`src/rtl/stream_sim_pkg.sv`:
```
// Shared definitions for the simulation-side AXI-Stream sink/checker.
package stream_sim_pkg;

  typedef enum logic [1:0] {
    ST_IDLE = 2'd0,
    ST_ARM  = 2'd1,
    ST_RUN  = 2'd2,
    ST_DONE = 2'd3
  } state_t;

  localparam int          ID_W        = 5;
  localparam logic [31:0] NO_ERR_BEAT = 32'hFFFF_FFFF;

  // Error counters stop at all-ones instead of wrapping back to zero.
  function automatic logic [31:0] satInc(input logic [31:0] v);
    return (v == 32'hFFFF_FFFF) ? v : v + 32'd1;
  endfunction

endpackage

```
`src/rtl/stream_ready_shaper.sv`:
```
// Registered tready generator with periodic one-cycle backpressure.
module stream_ready_shaper
  import stream_sim_pkg::*;
(
  input  logic        clk,
  input  logic        rstn,
  input  logic        i_enable,
  input  logic [31:0] i_stall_period,
  output logic        o_tready
);

  logic [31:0] r_highCnt;
  logic        r_tready;

  // Count high cycles; after stall_period of them insert one low cycle and restart.
  always_ff @(posedge clk) begin
    if (!rstn) begin
      r_tready  <= 1'b0;
      r_highCnt <= 32'd0;
    end else if (!i_enable) begin
      r_tready  <= 1'b0;
      r_highCnt <= 32'd0;
    end else if (i_stall_period == 32'd0) begin
      r_tready  <= 1'b1;
      r_highCnt <= 32'd0;
    end else if (r_tready) begin
      if (r_highCnt == i_stall_period - 32'd1) begin
        r_tready  <= 1'b0;
        r_highCnt <= 32'd0;
      end else begin
        r_tready  <= 1'b1;
        r_highCnt <= r_highCnt + 32'd1;
      end
    end else begin
      r_tready  <= 1'b1;
      r_highCnt <= 32'd0;
    end
  end

  assign o_tready = r_tready;

endmodule

```
`config.mk`:
```
export PLATFORM = sky130hd
export DESIGN_NAME = stream_ready_shaper
export DESIGN_NICKNAME = d
export VERILOG_FILES = /design/src/rtl/stream_sim_pkg.sv /design/src/rtl/stream_ready_shaper.sv
export SDC_FILE = /design/constraint.sdc
export NUM_CORES = 1
export LEC_CHECK = 0
export ABC_AREA = 1
export CAP_MARGIN = 20
export CELL_PAD_IN_SITES_DETAIL_PLACEMENT = 1
export CELL_PAD_IN_SITES_GLOBAL_PLACEMENT = 2
export CORE_MARGIN = 2
export CORE_UTILIZATION = 31
export CTS_BUF_LIST = sky130_fd_sc_hd__clkbuf_4
export CTS_CLUSTER_SIZE = 12
export DETAILED_ROUTE_END_ITERATION = 10
export DONT_BUFFER_PORTS = 1
export PLACE_DENSITY = 0.83
export SETUP_SLACK_MARGIN = 0.4
export SLEW_MARGIN = 20
export SYNTH_ARGS = -nofsm -noshare
export SYNTH_HDL_FRONTEND = slang
export SYNTH_SLANG_ARGS = --single-unit
```
`constraint.sdc`:
```
create_clock -name clk -period 2.1 [get_ports clk]
set_input_delay 0.63 -clock clk [delete_from_list [all_inputs] [get_ports clk]]
set_output_delay 0.63 -clock clk [all_outputs]
set_load 0.05 [all_outputs]
```
==> results of run 1 <==
logic make-up after synthesis:
group                    Yosys count
AO/OA/AOI/OAI                      8
AND/OR/NAND/NOR                  407
XOR/XNOR                          59
buffers and inverters            106
flip-flops                        33
adder cells (fa/ha/maj)            2
layer usage:
layer	GRT usage [%]	routed length, um
met5	0	0
met4	5.22	140
met3	3.89	399
met2	39.4	6600
met1	27.5	5730
worst max-delay path, stage by stage:
cell       delay [ns]
nor2_1           0.15
nand2_1          0.12
nor2_2           0.15
nand2_2          0.09
nand2_1          0.11
nand2_1          0.07
nor2_1           0.10
nand2_1          0.07
nor2_2           0.12
nand2_1          0.06
nor2_1           0.11
nand2_1          0.11
nand2_4          0.11
buf_12           0.12
clkbuf_16        0.15
nor2_4           0.03
Yosys cell counts (2+ instances only):
cell type and instances:
nor4_1 4, buf_6 4, inv_2 2, nand4_1 18, nor2_4 3, nand3b_1 5, o21ai_0 5, nor2_1 119
xor2_1 36, nor2_2 20, nand3_1 38, nor3_1 9, inv_1 99, ha_1 2, nand2_1 186, dfxtp_1 33
nand2_2 4, xnor2_1 23
layout make-up:
class | count | area, sq um
Clock buffer | 8 | 60.1
Fill cell | 1449 | 5920
Inverter | 101 | 404
Multi-Input combinational cell | 476 | 2740
Sequential cell | 33 | 677
Tap cell | 140 | 175
Timing Repair Buffer | 94 | 817
state kept, by name (all words and copies together) (netlist names):
register   count
r_highCnt     32
o_tready       1
power by group through the flow:
stage	logic [mW]	clock network, mW	registers, mW
after floorplan	0.172	0	0.650
after global placement	0.276	0	0.644
after detailed placement	0.285	0	0.645
after CTS	0.309	0.406	0.630
after global routing	0.376	0.431	0.628
final	0.340	0.384	0.627
path summary, 6_finish.rpt:
path	endpoint	slack [ns]
setup reg to reg	r_highCnt[9]$_SDFF_PP0_	0.12
setup / recovery	r_highCnt[9]$_SDFF_PP0_	0.04
hold reg to reg	r_highCnt[0]$_SDFF_PP0_	0.45
hold / removal	r_highCnt[0]$_SDFF_PP0_	0.45
stage by stage:
stage	hold slack [ns]	TNS, ns
after floorplan	0.441	0
after global placement	0.466	-9.75
after detailed placement	0.484	-10.36
after CTS	0.467	0
after global routing	0.477	-0.574
final	0.447	0
what timing repair did:
action / in CTS / in global routing
gates resized for setup: 37 / 86
pin swaps: 11 / 39
gates cloned: 1 / 2
endpoints found under the setup margin: 33 / 33
setup buffers: 4 / 5
==> run_results.csv, run 1 <==
group,metric,value,unit
outcome,outcome,"finished, final reports clean",
hold_path,min_path_type,"reg2reg",
finish,design_area,4870,sq um
detailed_routing,vias_per_cell,4.67,
synthesis,async_flop_share,0,%
finish,layout_common_cells,"nand2_1, inv_1, buf_4",
synthesis,netlist.top_cell.by_area,"nand2_1",
power,vdd_drop_max,335,uV
finish,area_growth,42.2,%
finish,layout.cells.non_filler,852,
power,power.switching_fraction,29.5,%
synthesis,synth.top_cell.area_share,20.4,%
floorplanning,fp.dieW,109,um
detailed_routing,drtAntennaViolNets,0,
critical_path,crit_fanout,4,
clock_network,htreeDepth,2,
detailed_routing,drc,0,
global_route,grt_use_total,22.1,%
placed_design,hpwlAfterDp,10.6,mm
placed_design,postPlaceCellArea,4280,sq um
detailed_routing,drt_iter0_markers,100,
synthesis,synthXorXnorAreaFrac,15.1,%
synthesis,synthSimpleGateAreaFrac,51.1,%
hold_path,hold_depth,1,
synthesis,synthTopCellsByArea,"nand2_1, dfxtp_1, nor2_1",
timing,setup_slack,0.0374,ns
floorplanning,num_io_pins,36,
clock_network,numClockSinks,33,
clock_network,cts_tree,"built",
power,clkPwrFrac,28.4,%
clock_network,cts_made_buffers,5,
placed_design,place_congestion,0.864,
timing,finalHoldViolCount,0,
power,p_sw,398,uW
finish,nets,748,
floorplanning,fp.dieH,109,um
floorplanning,core_area,10800,sq um
power,seqPwrFrac,46.4,%
timing,tightest_slew,0.436,ns
critical_path,start_kind,"input port",
finish,num_antenna_cells,0,
finish,drive_gt1_share,32.3,%
timing,max_clock_freq,0.485,GHz
clock_network,clk_path_buf_depth,2,
synthesis,yosysSeqAreaShare,19.3,%
power,finalPower,1.35,mW
timing,setup_violations,0,
critical_path,worstPathRequired,2.34,ns
synthesis,syn_nets,652,
global_route,grt_pass1_wl,20.2,mm
global_route,grt_pass1_vias,4118,
power,comb_power_share,25.2,%
timing,skew,0.0149,ns
floorplanning,start_util,31.7,%
power,powerDensity,277,nW/um^2
synthesis,synth_edf_count,0,
timing,drv_slew,0,
floorplanning,die_area,11900,sq um
critical_path,rr_startpoint,"r_highCnt[18]$_SDFF_PP0_",
synthesis,synth.mux.area_fraction,0,%
critical_path,end_kind,"flip-flop",
floorplanning,rows,38,
synthesis,synth_area,3430,sq um
detailed_routing,vias,3980,
hold_path,hp-start,"r_highCnt[0]$_SDFF_PP0_",
placed_design,port_buffers,0,
timing,rsz0062_at_grt,"true",
synthesis,synth-compound-area-share,1.35,%
global_route,grt_max_degree,10,
synthesis,synthCells,615,
flow_run,drv_cap,0,
clock_network,clk_latency,0.35,ns
synthesis,synth_top_flop_cell,"dfxtp_1",
critical_path,r2r_cells,14,
synthesis,synth_fa_ha_area_share,0.730,%
synthesis,synthDistinctLibCells,23,
timing,slew_headroom,70.7,%
clock_network,clk_pin_slew,0.09,ns
placed_design,pre_cts_slack,-0.337,ns
timing,fin_crit,2.06,ns
synthesis,synth_top_family_by_area,"simple AND/OR/NAND/NOR gates",
synthesis,yosys_warnings,0,
power,p_leak,2.13,nW
clock_network,clockRootBuffer,"clkbuf_4",
synthesis,synth_seq_cells,33,
finish,final_common_cell,"nand2_1",
power,p_int,953,uW
timing,timing.final.crit_share,98.2,%
global_route,antenna_found_initial,0,
critical_path,cp.arrival,2.30,ns
placed_design,dpl.cell_count,832,
detailed_routing,drt-total-wl,12.9,mm
clock_network,hold_buffers,0,
finish,final_util,45.1,%
global_route,overflow,0,
detailed_routing,firstDrtPassIters,4,
synthesis,syn_avg_cell_area,5.57,sq um
detailed_routing,post_drt_wl_per_cell,15.1,um
critical_path,setup.worst_path.start,"i_stall_period[9]",
critical_path,path_class,"in2reg",
Power figures use the tool's default switching activity.
==> run 2, diff against run 1 <==
--- a/config.mk
+++ b/config.mk
@@ -10,12 +10,11 @@
 export CELL_PAD_IN_SITES_DETAIL_PLACEMENT = 1
 export CELL_PAD_IN_SITES_GLOBAL_PLACEMENT = 2
 export CORE_MARGIN = 2
-export CORE_UTILIZATION = 31
-export CTS_BUF_LIST = sky130_fd_sc_hd__clkbuf_4
+export CORE_UTILIZATION = 30
 export CTS_CLUSTER_SIZE = 12
 export DETAILED_ROUTE_END_ITERATION = 10
 export DONT_BUFFER_PORTS = 1
-export PLACE_DENSITY = 0.83
+export PLACE_DENSITY = 0.86
 export SETUP_SLACK_MARGIN = 0.4
 export SLEW_MARGIN = 20
 export SYNTH_ARGS = -nofsm -noshare
==> run_results.csv, run 2 (same netlist as run 1, synthesis figures left out) <==
group,metric,value,unit
timing,tightest_slew,0.469,ns
timing,drv_slew,0,
placed_design,place_congestion,0.853,
placed_design,port_buffers,0,
finish,design_area,4940,sq um
clock_network,clk_pin_slew,0.05,ns
power,powerDensity,339,nW/um^2
clock_network,clockRootBuffer,"clkbuf_16",
clock_network,cts_made_buffers,5,
detailed_routing,drtAntennaViolNets,0,
finish,largest_reg_flops,32,
finish,layout_common_cells,"nand2_1, inv_1, buf_4",
critical_path,regToRegSetupSlack,0.04,ns
global_route,grt_max_degree,18,
timing,slew_headroom,68.5,%
clock_network,clk_path_buf_depth,2,
outcome,outcome,"finished, violations left",
floorplanning,fp.dieH,111,um
detailed_routing,vias,4077,
critical_path,worstPathRequired,2.32,ns
finish,nets,749,
hold_path,whs_endpoint,"r_highCnt[0]$_SDFF_PP0_",
clock_network,numClockSinks,33,
finish,layout.cells.non_filler,856,
floorplanning,die_area,12300,sq um
global_route,grt_pass1_vias,4284,
timing,setup_slack,-0.0392,ns
critical_path,end_kind,"flip-flop",
placed_design,postPlaceCellArea,4240,sq um
floorplanning,num_io_pins,36,
critical_path,rr_startpoint,"r_highCnt[18]$_SDFF_PP0_",
critical_path,r2r_cells,13,
timing,setup_violations,7,
clock_network,cts_tree,"built",
hold_path,min_path_type,"reg2reg",
floorplanning,rows,39,
clock_network,htreeDepth,2,
timing,max_clock_freq,0.467,GHz
detailed_routing,vias_per_cell,4.76,
detailed_routing,drt-total-wl,13.4,mm
critical_path,r2r-end,"r_highCnt[31]$_SDFF_PP0_",
finish,num_antenna_cells,0,
timing,rsz0062_at_grt,"true",
flow_run,drv_cap,0,
critical_path,cp.arrival,2.36,ns
timing,fin_setup_tns,-0.111,ns
critical_path,start_kind,"input port",
detailed_routing,drc,0,
detailed_routing,drt_iter0_markers,95,
global_route,grt_use_total,20.8,%
clock_network,hold_buffers,0,
hold_path,hold_depth,1,
timing,finalHoldViolCount,0,
floorplanning,start_util,30.4,%
outcome,violations,"negative setup slack",
clock_network,clk_latency,0.28,ns
detailed_routing,firstDrtPassIters,4,
finish,area_growth,44.2,%
global_route,overflow,0,
finish,regMostFlops,"r_highCnt",
detailed_routing,post_drt_wl_per_cell,15.7,um
finish,final_common_cell,"nand2_1",
global_route,grt_pass1_wl,20.8,mm
placed_design,hpwlAfterDp,10.7,mm
global_route,antenna_found_initial,0,
power,vdd_drop_max,486,uV
critical_path,crit_fanout,8,
power,p_leak,2.16,nW
critical_path,path_class,"in2reg",
timing,skew,0.00417,ns
finish,drive_gt1_share,31.7,%
floorplanning,core_area,11300,sq um
floorplanning,fp.dieW,111,um
placed_design,dpl.cell_count,829,
timing,fin_crit,2.14,ns
timing,timing.final.crit_share,102,%
hold_path,hp-start,"r_highCnt[0]$_SDFF_PP0_",
power,finalPower,1.68,mW
run 2: worst max path at each step:
stage                            start                        to  slack (ns)  depth (start not counted)
floorplan            i_stall_period[1]   r_highCnt[7]$_SDFF_PP0_        0.04                         16
global placement     i_stall_period[8]   r_highCnt[4]$_SDFF_PP0_       -0.30                         13
detailed placement  i_stall_period[12]   r_highCnt[5]$_SDFF_PP0_       -0.32                         14
CTS                  i_stall_period[1]  r_highCnt[16]$_SDFF_PP0_        0.03                         17
global route        i_stall_period[14]  r_highCnt[31]$_SDFF_PP0_       -0.16                         15
finish              i_stall_period[14]  r_highCnt[31]$_SDFF_PP0_       -0.04                         15
run 2: power by group:
part | switching, mW | total (mW) | internal, mW
combinational | 0.189 | 0.345 | 0.156
sequential | 0.00223 | 0.630 | 0.627
clock | 0.267 | 0.701 | 0.435
total | 0.458 | 1.68 | 1.22
run 2: cell type report:
class | count | area, sq um
fillers | 1481 | 6330
multi-input cells | 476 | 2730
repair buffers | 95 | 805
flip-flops and latches | 33 | 671
inverters | 101 | 418
well taps | 143 | 179
clock buffers | 6 | 129
clock inverters | 2 | 10.0
run 2: worst max-delay path, stage by stage:
cell and delay, ns:
nor2_1 0.17, nand2_2 0.18, nor2_4 0.15, buf_4 0.14, nand3_1 0.09, nand2_1 0.14, inv_1 0.06, nand2_1 0.09
nor2_2 0.05, nand2_1 0.06, nor2_2 0.05, nand2_2 0.11, nand2_8 0.11, clkbuf_16 0.20, nor2_2 0.11
run 2: what timing repair did:
action	CTS	global route
cloned	1	2
endpoints found under the hold margin	0	0
buffers inserted	6	10
resized for setup	32	84
pin swaps	10	46
setup endpoints to repair	33	33
run 2: metal layers:
| metal | up-vias | global-route usage (%) | share of wire, % |
|---|---|---|---|
| li1 | 2051 | - | - |
| met1 | 1973 | 25.0 | 42 |
| met2 | 33 | 38.6 | 54 |
| met3 | 20 | 3.06 | 1.9 |
| met4 | 0 | 5.67 | 2.0 |
| met5 | - | 0 | 0 |
run 2: through the flow:
step / utilization, % / hold WS, ns / setup WS [ns]
2_1_floorplan: - / 0.441 / 0.0427
3_3_place_gp: 37.6 / 0.468 / -0.304
3_5_place_dp: 37.6 / 0.491 / -0.324
4_1_cts: 40.3 / 0.503 / 0.0327
5_1_grt: 43.8 / 0.460 / -0.160
6_report: 43.8 / 0.448 / -0.0392
==> run 3, diff against run 2 <==
--- a/config.mk
+++ b/config.mk
@@ -14,6 +14,7 @@
 export CTS_CLUSTER_SIZE = 12
 export DETAILED_ROUTE_END_ITERATION = 10
 export DONT_BUFFER_PORTS = 1
+export GPL_ROUTABILITY_DRIVEN = 0
 export PLACE_DENSITY = 0.86
 export SETUP_SLACK_MARGIN = 0.4
 export SLEW_MARGIN = 20
==> results of run 3 <==
No change in the layout: final DEF, timing and power equal those of run 2.
